[src/rtl/cva6_config_pkg.sv]
// Core-wide configuration knobs shared by the frontend blocks.
// Values here set the defaults of every parameterised unit.
package cva6_config_pkg;
   localparam bit          CVA6ConfigCExtEn = 1'b1;
   localparam int unsigned CVA6ConfigXlen   = 64;
endpackage

[src/rtl/fetch_realign_buffer_pkg.sv]
// Shared types for the fetch realign buffer: FSM states,
// fetch/instruction bundles and halfword helpers.
package fetch_realign_buffer_pkg;

   typedef enum logic [1:0] {
      EMPTY = 2'd0,
      WORD  = 2'd1,
      CARRY = 2'd2
   } frb_state_e;

   typedef struct packed {
      logic [31:0] data;
      logic        fault;
   } fetch_entry_t;

   typedef struct packed {
      logic [31:0] instr;
      logic        compressed;
      logic        fault;
   } instr_entry_t;

   localparam logic [1:0] RVC_OP_FULL = 2'b11;

   function automatic logic [15:0] hw_select(
      input logic [31:0] w,
      input logic        sel
   );
      return sel ? w[31:16] : w[15:0];
   endfunction

endpackage

[src/rtl/fetch_realign_buffer_rvc.sv]
// Instruction length detect: a halfword starts a 16-bit
// instruction when its low opcode bits are not 2'b11.
module rvc_len_detect
   import fetch_realign_buffer_pkg::*;
#(
   parameter bit CExtEn = 1'b1
) (
   input  logic [15:0] hw_i,
   output logic        is_compressed_o
);
   logic unused_hi;

   assign unused_hi       = ^hw_i[15:2];
   assign is_compressed_o = CExtEn && (hw_i[1:0] != RVC_OP_FULL);
endmodule

[src/rtl/fetch_realign_buffer.sv]
// Realigns 32-bit fetch words into 16/32-bit instructions,
// carrying a split lower half across word boundaries.
module fetch_realign_buffer
   import fetch_realign_buffer_pkg::*;
#(
   parameter bit          CExtEn = cva6_config_pkg::CVA6ConfigCExtEn,
   parameter int unsigned Xlen   = cva6_config_pkg::CVA6ConfigXlen
) (
   input  logic            clk_i,
   input  logic            rst_i,
   input  logic            flush_i,
   input  logic            fetch_valid_i,
   output logic            fetch_ready_o,
   input  logic [31:0]     fetch_data_i,
   input  logic [Xlen-1:0] fetch_addr_i,
   input  logic            fetch_fault_i,
   output logic            instr_valid_o,
   input  logic            instr_ready_i,
   output logic [31:0]     instr_o,
   output logic [Xlen-1:0] instr_pc_o,
   output logic            instr_compressed_o,
   output logic            instr_fault_o
);
   typedef logic [Xlen-1:0] pc_t;

   frb_state_e   state_q, state_d;
   fetch_entry_t word_q, word_d;
   pc_t          word_pc_q, word_pc_d;
   logic         word_valid_q, word_valid_d;
   logic         ptr_q, ptr_d;
   logic [15:0]  carry_q, carry_d;
   pc_t          carry_pc_q, carry_pc_d;
   logic         carry_valid, carry_valid_d;

   logic [15:0]  hw;
   logic         hw_is_c;
   pc_t          hw_pc;
   instr_entry_t instr;
   pc_t          instr_pc;
   logic         instr_vld;
   logic         is_flt, use_carry, emit_c, emit_w, split;
   logic         eat_word, eat_carry, carry_move;
   logic         instr_fire, fetch_fire, word_done;
   logic         unused_addr;

   assign unused_addr = fetch_addr_i[0];
   assign carry_valid = (state_q == CARRY);
   assign hw          = hw_select(word_q.data, ptr_q);
   assign hw_pc       = word_pc_q + pc_t'({ptr_q, 1'b0});

   rvc_len_detect #(
      .CExtEn (CExtEn)
   ) i_rvc (
      .hw_i            (hw),
      .is_compressed_o (hw_is_c)
   );

   assign is_flt    = word_q.fault;
   assign use_carry = !is_flt && carry_valid;
   assign emit_c    = !is_flt && !carry_valid && hw_is_c;
   assign emit_w    = !is_flt && !carry_valid && !hw_is_c && !ptr_q;
   assign split     = !is_flt && !carry_valid && !hw_is_c && ptr_q;

   always_comb begin
      instr      = '0;
      instr_vld  = 1'b0;
      instr_pc   = hw_pc;
      eat_word   = 1'b0;
      eat_carry  = 1'b0;
      carry_move = 1'b0;
      if (word_valid_q && !flush_i) begin
         unique case (1'b1)
            is_flt: begin
               instr_vld   = 1'b1;
               instr.fault = 1'b1;
               eat_word    = 1'b1;
               eat_carry   = carry_valid;
               if (carry_valid) instr_pc = carry_pc_q;
            end
            use_carry: begin
               instr_vld   = 1'b1;
               instr.instr = {hw, carry_q};
               instr_pc    = carry_pc_q;
               eat_word    = ptr_q;
               eat_carry   = 1'b1;
            end
            emit_c: begin
               instr_vld        = 1'b1;
               instr.instr      = {16'h0000, hw};
               instr.compressed = 1'b1;
               eat_word         = ptr_q;
            end
            emit_w: begin
               instr_vld   = 1'b1;
               instr.instr = word_q.data;
               eat_word    = 1'b1;
            end
            split: carry_move = 1'b1;
            default: ;
         endcase
      end
   end

   assign instr_valid_o      = instr_vld;
   assign instr_o            = instr.instr;
   assign instr_pc_o         = instr_pc;
   assign instr_compressed_o = instr.compressed;
   assign instr_fault_o      = instr.fault;

   // A split upper half frees the word without any output handshake.
   assign instr_fire    = instr_vld && instr_ready_i;
   assign word_done     = carry_move || (instr_fire && eat_word);
   assign fetch_ready_o = !flush_i && (!word_valid_q || word_done);
   assign fetch_fire    = fetch_valid_i && fetch_ready_o;

   always_comb begin
      word_d        = word_q;
      word_pc_d     = word_pc_q;
      word_valid_d  = word_valid_q && !word_done;
      ptr_d         = ptr_q;
      carry_d       = carry_q;
      carry_pc_d    = carry_pc_q;
      carry_valid_d = carry_valid && !(instr_fire && eat_carry);
      if (word_done) begin
         ptr_d = 1'b0;
      end else if (instr_fire) begin
         ptr_d = 1'b1;
      end
      if (carry_move) begin
         carry_d       = hw;
         carry_pc_d    = hw_pc;
         carry_valid_d = 1'b1;
      end
      if (fetch_fire) begin
         word_d.data  = fetch_data_i;
         word_d.fault = fetch_fault_i;
         word_pc_d    = {fetch_addr_i[Xlen-1:2], 2'b00};
         word_valid_d = 1'b1;
         ptr_d        = CExtEn && !carry_valid_d && fetch_addr_i[1];
      end
      if (flush_i) begin
         word_valid_d  = 1'b0;
         carry_valid_d = 1'b0;
         ptr_d         = 1'b0;
      end
      if (carry_valid_d) begin
         state_d = CARRY;
      end else if (word_valid_d) begin
         state_d = WORD;
      end else begin
         state_d = EMPTY;
      end
   end

   always_ff @(posedge clk_i or posedge rst_i) begin
      if (rst_i) begin
         state_q <= EMPTY;
      end else begin
         state_q <= state_d;
      end
   end

   always_ff @(posedge clk_i or posedge rst_i) begin
      if (rst_i) begin
         word_q       <= '0;
         word_pc_q    <= '0;
         word_valid_q <= 1'b0;
         ptr_q        <= 1'b0;
         carry_q      <= '0;
         carry_pc_q   <= '0;
      end else begin
         word_q       <= word_d;
         word_pc_q    <= word_pc_d;
         word_valid_q <= word_valid_d;
         ptr_q        <= ptr_d;
         carry_q      <= carry_d;
         carry_pc_q   <= carry_pc_d;
      end
   end
endmodule
[config.mk]
export PLATFORM = sky130hd
export DESIGN_NAME = fetch_realign_buffer
export DESIGN_NICKNAME = d
export VERILOG_FILES = /design/src/rtl/cva6_config_pkg.sv /design/src/rtl/fetch_realign_buffer_pkg.sv /design/src/rtl/fetch_realign_buffer_rvc.sv /design/src/rtl/fetch_realign_buffer.sv
export SDC_FILE = /design/constraint.sdc
export NUM_CORES = 1
export LEC_CHECK = 0
export ABC_AREA = 1
export BUFFER_PORTS_ARGS = -buffer_cell sky130_fd_sc_hd__buf_2
export CORE_MARGIN = 2
export CORE_UTILIZATION = 59
export CTS_CLUSTER_DIAMETER = 200
export DETAILED_ROUTE_END_ITERATION = 7
export PLACE_DENSITY_LB_ADDON = 0.25
export SLEW_MARGIN = 20
export SYNTH_ARGS = -nofsm -noshare
export SYNTH_HDL_FRONTEND = slang
export SYNTH_SLANG_ARGS = --single-unit
[constraint.sdc]
create_clock -name clk_i -period 13.4 [get_ports clk_i]
set_clock_uncertainty 0.2 [all_clocks]
set_input_delay 2.68 -clock clk_i [delete_from_list [all_inputs] [get_ports clk_i]]
set_output_delay 2.68 -clock clk_i [all_outputs]
set_load 0.05 [all_outputs]
=== Yosys cells after proc, flatten, opt, wreduce, memory -nomap -nowiden ===
Cells that the tools add are included.

* Register bits: 179
* Output and inout port bits: 100
* Word-level logic and storage cells: 67

* Add/sub/neg operators: 1
* Equal/unequal tests: 2
* Mux-type cells: 26
* Reductions and logical operators: 30

{| class="wikitable"
|+ Operators by type and width
! operator !! count
|-
| 64-bit 2-to-1 mux || 2
|-
| 64-bit case mux with 2 select lines || 1
|-
| 32-bit case mux with 3 select lines || 1
|-
| 64-bit by 2-bit adder with 64-bit output || 1
|-
| 34-bit 2-to-1 mux || 1
|-
| 1-bit 2-to-1 mux || 17
|-
| 16-bit 2-to-1 mux || 1
|-
| 1-bit logical AND || 15
|-
| 1-bit logical NOT || 9
|-
| 1-bit case mux with 2 select lines || 2
|-
| 4-bit nonzero test || 1
|-
| 2-bit OR reduction || 2
|-
| 4-bit OR reduction || 1
|-
| 2-bit == test, second input constant || 1
|-
| 1-bit logical OR || 2
|-
| 2-bit 2-to-1 mux || 1
|-
| 2-bit inequality test, second input constant || 1
|}

=== Logic depth before layout (Yosys ltp) ===
Gate-level depths: netlist of the first run.

* Depth after elaboration: 18
* Depth in mapped cells: 15

=== Hierarchy ===
Synthesis of the first run repeated with hierarchy kept, for this count alone.

* Cell total of the unflattened synthesis: 1,097
* Area, all modules: 8,896.0 µm²

{| class="wikitable"
|+ Modules (own cells, without submodules)
! module !! instances !! cells an instance !! area each (µm²) !! seq. area each (µm²)
|-
| fetch_realign_buffer || 1 || 1,096 || 8,892.3 || 4,454.3
|-
| rvc_len_detect || 1 || 1 || 3.8 || 0.0
|}

=== Worst setup path before layout of the first run ===
OpenSTA, ideal clock, no wires.

* Path kind: input to output
* Start point: input flush_i
* End point: output instr_pc_o[1]
* Arrival time: 4.607 ns
* Data required time: 10.520 ns
* Slack: 5.913 ns
* Cell stages on the path: 7
* Path buffers: 2
* Cells stage by stage: inv_1 -> nand2_1 -> inv_1 -> nand2_1 -> buf_2 -> buf_2 -> o21ai_0

* Longest elaborated chain between the ends: 3

{| class="wikitable"
|+ RTL lines
! what !! line !! RTL
|-
| start: declaration || fetch_realign_buffer.sv:11 || <nowiki>input logic flush_i,</nowiki>
|-
| 1-bit logical NOT || fetch_realign_buffer.sv:71 || <nowiki>if (word_valid_q && !flush_i) begin</nowiki>
|-
| 1-bit logical AND || fetch_realign_buffer.sv:71 ||
|-
| 64-bit 2-to-1 mux || fetch_realign_buffer.sv:71 ||
|-
| end: declaration || fetch_realign_buffer.sv:20 || <nowiki>output logic [Xlen-1:0] instr_pc_o,</nowiki>
|}

No other way between the ends.

=== Worst setup path after layout of the first run ===
* Start point: input flush_i
* End point: output instr_pc_o[3]

Same word-level chain as after synthesis.

==> flow_metrics.tcl, run 1 <==
set metrics [dict create \
    status "finished clean" \
    fin_tns_setup_ns 0 \
    max_freq_mhz 129.2 \
    synth_compound_area_frac 0.2137 \
    worstHoldPathType "reg2reg" \
    rsz0062_at_grt "no" \
    diodes 0 \
    period_share 0.5776 \
    synth_xor_area_frac 0 \
    cts_resized 0 \
    total_power_uw 1551 \
    syn_area_um2 8823 \
    drc_errors 0 \
    grt_overflow_total 0 \
    rows 44 \
    root_buffer "clkbuf_16" \
    dr.pass1.iters 5 \
    p_per_area_nw_per_um2 150.5 \
    dp_hpwl_mm 11.97 \
    synth_top_family_by_area "compound AO/OA/AOI/OAI gates" \
    syn_inst 1065 \
    ctsHtreeMaxLevel 4 \
    clk_pin_slew_ns 0.06 \
    required_ns 10.52 \
    slew_headroom 0.3743 \
    die_h_um 126.3 \
    synth_area_leaders "dfrtp_1 50%, nand2_1 10%, o21ai_2 8.4%, inv_1 8.4%, o21ai_0 6.0%" \
    ir_drop_uv 105.1 \
    crit_arrival_ns 4.86 \
    synth-seq-cells 178 \
    area.growth.synth_to_final_pct 16.73 \
    tightest_slew_ns 0.9371 \
    final_max_slew_viol_count 0 \
    setup_viol 0 \
    setup.worst_path.class "in2out" \
    cts_buffers 17 \
    syn_nets 1167 \
    clk_latency_ns 0.43 \
    ctsHoldBuffers 0 \
    synth.mux.area_fraction 0 \
    antenna_found_initial 0 \
    hold_start "carry_pc_q[1]$_DFFE_PP0P_" \
    fin_util 0.7060 \
    cts_tree "yes" \
    grt_pass1_wl_mm 31.44 \
    place.gp.congestion 0.7976 \
    seq_area_frac_synth 0.5048 \
    avgSynthCellArea_um2 8.285 \
    synth_simple_gate_area_frac 0.1492 \
    cts_setup_buffers 0 \
    cp-end-kind "output port" \
    synthFlopType "dfrtp_1" \
    max_cap_violations 0 \
    die_x_um 126.3 \
    r2r_start "ptr_q$_DFFE_PP0P_" \
    synth_area_leader_cell "dfrtp_1" \
    vias 7252 \
    vias_per_cell 5.096 \
    async_reset_ff_frac 1.000 \
    synth_edf_count 0 \
    synth-adder-area-share 0 \
    ant_nets 0 \
    dieArea_um2 15950 \
    grt_max_degree 127 \
    min_period_ns 7.739 \
    yosys.cell_types.count 30 \
    cts.sinks 178 \
    ios 202 \
    drt_iter0_drc 538 \
    layout_common_cells "239 x nand2_1, 199 x buf_2, 197 x inv_1" \
    wire_per_inst_um 13.16 \
    cts_buffer_depth 2 \
    drive_gt1_frac 0.2736 \
    grt_use_total 0.2433 \
    hold_viol 0 \
    nets 1328 \
    p_leak_uw 0.005743 \
    grt_pass1_vias 6730 \
    yosysWarnings 0 \
    coreArea_um2 14590 \
    port_buffers 199 \
    start_util 0.6048 \
    path_max_fanout 126 \
    totalWireLength_mm 18.72 \
    critPathLaunch "flush_i" \
    worst_setup_path_start_kind "input pin" \
    final_common_cell "nand2_1" \
    synth_top_area_frac 0.5048 \
]
per-layer routing:
| metal | vias up | part of all wire | global-route usage |
|---|---|---|---|
| met4 | 0 | 0.011 | 0.07304 |
| met1 | 3402 | 0.43 | 0.3224 |
| met5 | - | 0 | 0 |
| li1 | 3637 | - | - |
| met2 | 199 | 0.50 | 0.4111 |
| met3 | 14 | 0.056 | 0.04724 |
synth_stat cells (7+ instances only):
cell and n:
nor2_1 81, a221oi_1 7, o21ai_2 85, dfrtp_1 178, a21oi_1 41, o21ai_0 105
o21a_1 9, clkbuf_1 25, buf_2 12, a22oi_1 16, inv_1 198, o22ai_1 9
nand2_1 240, o21ai_1 10, buf_6 20
cell families after synthesis:
| family | count (synthesis) |
|---|---|
| AND/OR/NAND/NOR | 332 |
| AO/OA/AOI/OAI | 290 |
| buffers and inverters | 264 |
| flip-flops | 178 |
| other | 1 |
critical path: stages:
cell	delay (ns)
buf_2	0.11
inv_1	0.10
nand2_1	0.08
buf_4	0.35
inv_1	0.15
nand2_4	0.08
buf_6	0.57
nor2_1	0.12
a21oi_1	0.19
buf_2	0.30
worst paths after layout:
kind / depth (start not counted) / to / slack, ns
worst max register to register: 12 / word_q[30]$_DFFE_PP0P_ / 9.17
worst min register to register: 2 / carry_pc_q[1]$_DFFE_PP0P_ / 0.25
worst max-delay path: 10 / instr_pc_o[3] / 5.66
min in group asynchronous: 2 / carry_pc_q[57]$_DFFE_PP0P_ / 2.22
max in group asynchronous: 3 / carry_q[10]$_DFFE_PP0P_ / 9.55
worst min-delay path: 2 / carry_pc_q[1]$_DFFE_PP0P_ / 0.25
power by group:
part,total (µW),switching (µW),internal [µW]
Sequential,666,45.2,621
Combinational,402,287,116
Clock,482,213,269
Total,1550,545,1010
stage by stage:
step | cell area, µm² | instances | hold slack, ns | setup slack [ns]
5_1_grt | 10300 | 1423 | 0.2820 | 5.421
6_report | 10300 | 1423 | 0.2499 | 5.661
3_5_place_dp | 9717 | 1391 | 0.2381 | 5.491
3_3_place_gp | 9717 | 1391 | 0.2304 | 5.520
2_1_floorplan | 8823 | 1065 | 0.2198 | 5.690
4_1_cts | 10290 | 1423 | 0.2536 | 5.407
sequential cells by signal, indices dropped and copies added (netlist names):
signal	flops
carry_pc_q	63
word_pc_q	62
word_q	32
carry_q	16
state_q	2
is_flt	1
ptr_q	1
word_valid_q	1
final cells by class:
cell class | instances | area (µm²)
Inverter | 200 | 755.7
Clock inverter | 13 | 122.6
Timing Repair Buffer | 206 | 1056
Clock buffer | 19 | 452.9
Fill cell | 1181 | 4289
Multi-Input combinational cell | 623 | 3228
Sequential cell | 178 | 4454
Tap cell | 184 | 230.2
Note: power is estimated with default switching activity, not from simulation.
==> inputs of run 2 (changes only) <==
--- a/config.mk
+++ b/config.mk
@@ -8,7 +8,7 @@
 export ABC_AREA = 1
 export BUFFER_PORTS_ARGS = -buffer_cell sky130_fd_sc_hd__buf_2
 export CORE_MARGIN = 2
-export CORE_UTILIZATION = 59
+export CORE_UTILIZATION = 54
 export CTS_CLUSTER_DIAMETER = 200
 export DETAILED_ROUTE_END_ITERATION = 7
 export PLACE_DENSITY_LB_ADDON = 0.25
==> constraint.sdc (replaced) <==
create_clock -name clk_i -period 7.9 [get_ports clk_i]
set_clock_uncertainty 0.2 [all_clocks]
set_input_delay 1.58 -clock clk_i [delete_from_list [all_inputs] [get_ports clk_i]]
set_output_delay 1.58 -clock clk_i [all_outputs]
set_load 0.05 [all_outputs]
==> run 2 against run 1 <==
Effect of this change: combinational power grew 70%; register-to-register slack lost 5.3 ns; via count fell by 1.3%; sequential cell count did not move; final cell count is 2.5% higher; clock power increased by 79%; total power rose by 73%; critical path depth is the same; sequential share of layout area down 0.42 points; global-route usage fell by 2.0 points; non-clock buffer count rose by 1; critical path type unchanged.
==> flow_metrics.tcl, run 2 (synthesis gave the netlist of run 1 again) <==
set metrics [dict create \
    status "finished clean" \
    grt_max_degree 113 \
    slew_headroom 0.2907 \
    final_common_cell "nand2_1" \
    cts.sinks 178 \
    rows 46 \
    place.gp.congestion 0.8011 \
    multi_input_area_um2 3237 \
    setup_viol 0 \
    dieArea_um2 17380 \
    nFillCells 1404 \
    period_share 0.6883 \
    drive_gt1_frac 0.2742 \
    totalWireLength_mm 19.07 \
    reg2regPathDepth 13 \
    max_freq_mhz 183.9 \
    critPathLaunch "flush_i" \
    ant_nets 0 \
    worstHoldPathType "reg2reg" \
    port_buffers 199 \
    grt_pass1_wl_mm 31.90 \
    top_register "carry_pc_q" \
    root_buffer "clkbuf_16" \
    start_util 0.5534 \
    ir_drop_uv 162.6 \
    r2r_end "word_q[12]$_DFFE_PP0P_" \
    dr.pass1.iters 5 \
    cts_setup_buffers 0 \
    drc_errors 0 \
    path_max_fanout 112 \
    ctsHoldBuffers 0 \
    wire_per_inst_um 13.08 \
    clk_pin_slew_ns 0.06 \
    die_x_um 131.8 \
    vias 7157 \
    crit_arrival_ns 3.66 \
    area.growth.synth_to_final_pct 17.88 \
    cts_buffer_depth 2 \
    fin_util 0.6524 \
    die_h_um 131.8 \
    cp-end-kind "output port" \
    dp_hpwl_mm 12.34 \
    reg.largest.list "carry_pc_q: 63 flops, word_pc_q: 62 flops, word_q: 32 flops" \
    rsz0062_at_grt "no" \
    vias_per_cell 4.909 \
    cts_resized 0 \
    setup.worst_path.class "in2out" \
    r2r_slack_ns 3.90 \
    min_period_ns 5.438 \
    final_max_slew_viol_count 0 \
    ctsHtreeMaxLevel 4 \
    p_leak_uw 0.005742 \
    worst_setup_path_start_kind "input pin" \
    ios 202 \
    grt_overflow_total 0 \
    tightest_slew_ns 1.064 \
    hold_viol 0 \
    grt_use_total 0.2234 \
    seqCellArea_um2 4454 \
    largest_reg_flops 63 \
    endpoint "instr_pc_o[57]" \
    required_ns 6.12 \
    layout_common_cells "239 x nand2_1, 199 x buf_2, 197 x inv_1" \
    antenna_found_initial 2 \
    r2r_start "ptr_q$_DFFE_PP0P_" \
    grt_pass1_vias 6618 \
    cts_tree "yes" \
    clk_latency_ns 0.42 \
    max_cap_violations 0 \
    nets 1329 \
    cts_buffers 17 \
    coreArea_um2 15940 \
    fin_tns_setup_ns 0 \
    p_per_area_nw_per_um2 257.2 \
    drt_iter0_drc 560 \
]
run 2: critical path, cell delays in order:
cell,delay [ns]
buf_2,0.12
inv_1,0.10
nand2_1,0.07
buf_4,0.35
inv_1,0.21
nand2_8,0.48
buf_4,0.31
nand2_1,0.06
o21ai_0,0.08
buf_2,0.29
run 2: cell type report:
type | instances | share of cell area
flip-flops and latches | 178 | 0.4282
multi-input cells | 623 | 0.3112
repair buffers | 207 | 0.1027
inverters | 200 | 0.07266
clock buffers | 20 | 0.04487
well taps | 216 | 0.02598
clock inverters | 12 | 0.01383
diodes | 2 | 0.0004812
run 2: where the power goes:
part           leakage, µW  internal [µW]  total, µW  switching [µW]
Clock             0.000290            497        861             364
Sequential         0.00213           1050       1130            77.4
Combinational      0.00332            197        683             486
run 2: routing by layer:
| metal | track usage | vias up | wire length, µm |
|---|---|---|---|
| met3 | 0.04960 | 26 | 1114 |
| met1 | 0.2993 | 3304 | 8409 |
| met4 | 0.08273 | 0 | 348 |
| met5 | 0 | - | 0 |
| met2 | 0.3592 | 195 | 9192 |
| li1 | - | 3632 | - |
run 2: through the flow:
| stage | setup slack, ns | power [µW] | instance area (µm²) | cells | hold WS (ns) |
|---|---|---|---|---|---|
| finish | 2.462 | 2675 | 10400 | 1458 | 0.2512 |
| global route | 2.163 | 2812 | 10400 | 1458 | 0.2924 |
| floorplan | 1.290 | 1677 | 8823 | 1065 | 0.2198 |
| CTS | 2.131 | 2695 | 10390 | 1456 | 0.2547 |
| global placement | 2.175 | 1813 | 9777 | 1424 | 0.2305 |
| detailed placement | 2.128 | 1831 | 9777 | 1424 | 0.2382 |
run 2: how the worst min path moves through the flow:
stage,cells past startpoint,slack (ns),to,from
after global placement,2,0.23,carry_pc_q[1]$_DFFE_PP0P_,carry_pc_q[1]$_DFFE_PP0P_
after global routing,1,0.29,carry_q[0]$_DFFE_PP0P_,carry_q[0]$_DFFE_PP0P_
after CTS,2,0.25,carry_pc_q[1]$_DFFE_PP0P_,carry_pc_q[1]$_DFFE_PP0P_
after detailed placement,2,0.24,carry_pc_q[1]$_DFFE_PP0P_,carry_pc_q[1]$_DFFE_PP0P_
final,2,0.25,carry_pc_q[1]$_DFFE_PP0P_,carry_pc_q[1]$_DFFE_PP0P_
after floorplan,2,0.22,carry_pc_q[1]$_DFFE_PP0P_,carry_pc_q[1]$_DFFE_PP0P_
==> inputs of run 3 (changes only) <==
--- a/config.mk
+++ b/config.mk
@@ -5,7 +5,7 @@
 export SDC_FILE = /design/constraint.sdc
 export NUM_CORES = 1
 export LEC_CHECK = 0
-export ABC_AREA = 1
+export ABC_AREA = 0
 export BUFFER_PORTS_ARGS = -buffer_cell sky130_fd_sc_hd__buf_2
 export CORE_MARGIN = 2
 export CORE_UTILIZATION = 54
==> constraint.sdc (replaced) <==
create_clock -name clk_i -period 5.5 [get_ports clk_i]
set_clock_uncertainty 0.2 [all_clocks]
set_input_delay 1.1 -clock clk_i [delete_from_list [all_inputs] [get_ports clk_i]]
set_output_delay 1.1 -clock clk_i [all_outputs]
set_load 0.05 [all_outputs]
==> run 3 against run 2 <==
Effect of this change: synthesized cell count is 46% lower; routed wire length is 6.3% lower; hold slack better by 0.026 ns; global-route usage is 0.050 points higher; sequential share of layout area is 1.7 points higher; critical endpoint is now instr_o[11]; register-to-register slack worse by 2.1 ns; largest cell class unchanged.
==> flow_metrics.tcl, run 3 <==
set metrics [dict create \
    async_reset_ff_frac 1.000 \
    synth_xor_area_frac 0 \
    synth.mux.area_fraction 0.3582 \
    synth_compound_area_frac 0.03997 \
    tightest_slew_ns 1.128 \
    synth-seq-cells 178 \
    hold_viol 0 \
    seq_area_frac_synth 0.5370 \
    rsz0062_at_grt "no" \
    post-route-cell-area_um2 10010 \
    grt_pass1_wl_mm 28.82 \
    worstHoldPathType "reg2reg" \
    root_buffer "clkbuf_16" \
    grt_use_total 0.2239 \
    coreArea_um2 15090 \
    top_register "carry_pc_q" \
    synth_top_family_by_area "multiplexers" \
    p_leak_uw 0.004805 \
    grt_overflow_total 0 \
    final-instance-count-excl-fill 962 \
    dr.pass1.iters 7 \
    crit_chain "nand3b_1 -> nand2_1 -> nor3_2 -> a222oi_1 -> nor2_1 -> buf_2" \
    ctsHtreeMaxLevel 4 \
    nets 864 \
    drt_iter0_drc 402 \
    synthFlopType "dfrtp_1" \
    path_max_fanout 23 \
    die_x_um 127.9 \
    synth_edf_count 0 \
    cp_slowest_cell "dfrtp_1" \
    synth_area_leader_cell "dfrtp_1" \
    synth_area_leaders "dfrtp_1 54%, mux2_2 28%, mux2_4 7.1%, nor2_1 1.9%, a222oi_1 1.7%" \
    yosys.cell_types.count 36 \
    cts_resized 0 \
    setup.worst_path.class "reg2out" \
    vias 5457 \
    yosysMostFrequentCell "mux2_2" \
    crit_arrival_ns 3.38 \
    pre_cts_slack_ns 1.228 \
    final_max_slew_viol_count 0 \
    yosysWarnings 0 \
    cts_setup_buffers 0 \
    required_ns 4.20 \
    min_period_ns 4.679 \
    max_freq_mhz 213.7 \
    drive_gt1_frac 0.6408 \
    dp_hpwl_mm 11.44 \
    syn_inst 573 \
    area.growth.synth_to_final_pct 20.65 \
    placed_cell_area_um2 9429 \
    totalWireLength_mm 17.86 \
    cts_tree "yes" \
    fin_tns_setup_ns 0 \
    clk_pin_slew_ns 0.06 \
    p_per_area_nw_per_um2 398.2 \
    ir_drop_uv 331.9 \
    final_common_cell "mux2_2" \
    syn_area_um2 8295 \
    worst_setup_path_start_kind "flop" \
    dp.cells 931 \
    setup_ws_ns 0.8214 \
    largest_reg_flops 63 \
    port_buffers 199 \
    grt_max_degree 179 \
    synth_top_area_frac 0.5370 \
    reg.largest.list "carry_pc_q: 63 flops, word_pc_q: 62 flops, word_q: 32 flops" \
    ctsHoldBuffers 0 \
    clk_latency_ns 0.42 \
    synth_simple_gate_area_frac 0.03741 \
    synth-adder-area-share 0 \
    rows 45 \
    start_util 0.5498 \
    drc_errors 0 \
    cts.sinks 178 \
    antenna_found_initial 3 \
    dieArea_um2 16370 \
    place.gp.congestion 0.8001 \
    whs_ns 0.2775 \
    ant_nets 0 \
    worst_path_largest_cell_delay_ns 1.03 \
    cp-end-kind "output port" \
    grt_pass1_vias 5750 \
    die_h_um 127.9 \
    synth_common_cells "205 x mux2_2, 178 x dfrtp_1, 42 x nor2_1" \
    layout_common_cells "205 x mux2_2, 199 x buf_2, 178 x dfrtp_1" \
    avgSynthCellArea_um2 14.48 \
    cts_buffer_depth 2 \
    wire_per_inst_um 18.56 \
    slew_headroom 0.2437 \
    vias_per_cell 5.673 \
    status "finished clean" \
    cts_buffers 17 \
    ios 202 \
    setup_viol 0 \
    max_cap_violations 0 \
    diodes 0 \
    period_share 0.8506 \
    syn_nets 675 \
]
==> run 3: kinds of logic after synthesis <==
family          after synthesis
compound gates               39
buf+inv                      42
flops                       178
mux                         251
other cells                   1
simple gates                 62
==> run 3: layout make-up <==
cell class / count / area [µm²]
well taps: 188 / 235.2
clock inverters: 10 / 108.9
clock buffers: 21 / 460.4
inverters: 3 / 15.01
flip-flops and latches: 178 / 4454
multi-input cells: 353 / 3651
fillers: 1100 / 5081
repair buffers: 209 / 1084
==> run 3: stage by stage <==
stage	utilization	power (µW)
3_3_place_gp	0.6249	2788
4_1_cts	0.6626	4017
3_5_place_dp	0.6249	2832
6_report	0.6633	3986
5_1_grt	0.6633	4164
2_1_floorplan	-	2580
==> run 3: path summary, 6_finish.rpt <==
kind,to,start,slack (ns),depth (start not counted)
worst max-delay path,instr_o[11],ptr_q$_DFFE_PP0P_,0.82,6
worst min-delay path,carry_pc_q[1]$_DFFE_PP0P_,carry_pc_q[1]$_DFFE_PP0P_,0.28,1
worst max register to register,word_q[23]$_DFFE_PP0P_,ptr_q$_DFFE_PP0P_,1.80,6
worst min register to register,carry_pc_q[1]$_DFFE_PP0P_,carry_pc_q[1]$_DFFE_PP0P_,0.28,1
max in group asynchronous,word_q[14]$_DFFE_PP0P_,rst_i,3.60,3
min in group asynchronous,carry_pc_q[31]$_DFFE_PP0P_,rst_i,0.72,3
==> run 3: per-layer routing <==
layer	global-route usage	share of wire
met5	0	0.0025
met4	0.07822	0.016
met3	0.07053	0.066
met2	0.3555	0.48
met1	0.2928	0.44
==> run 3: worst max-delay path, delay by kind of cell, from the launching register on <==
kind	cells	cell delay (ns)
AND/OR/NAND/NOR	4	1.42
flip-flops	1	1.03
buffers and inverters	1	0.30
AO/OA/AOI/OAI	1	0.21
==> run 3: report_power, final <==
part           switching, µW  internal (µW)  total [µW]  leakage (µW)
registers                173           1550        1720       0.00226
logic                    644            449        1090       0.00227
clock network            485            688        1170      0.000279
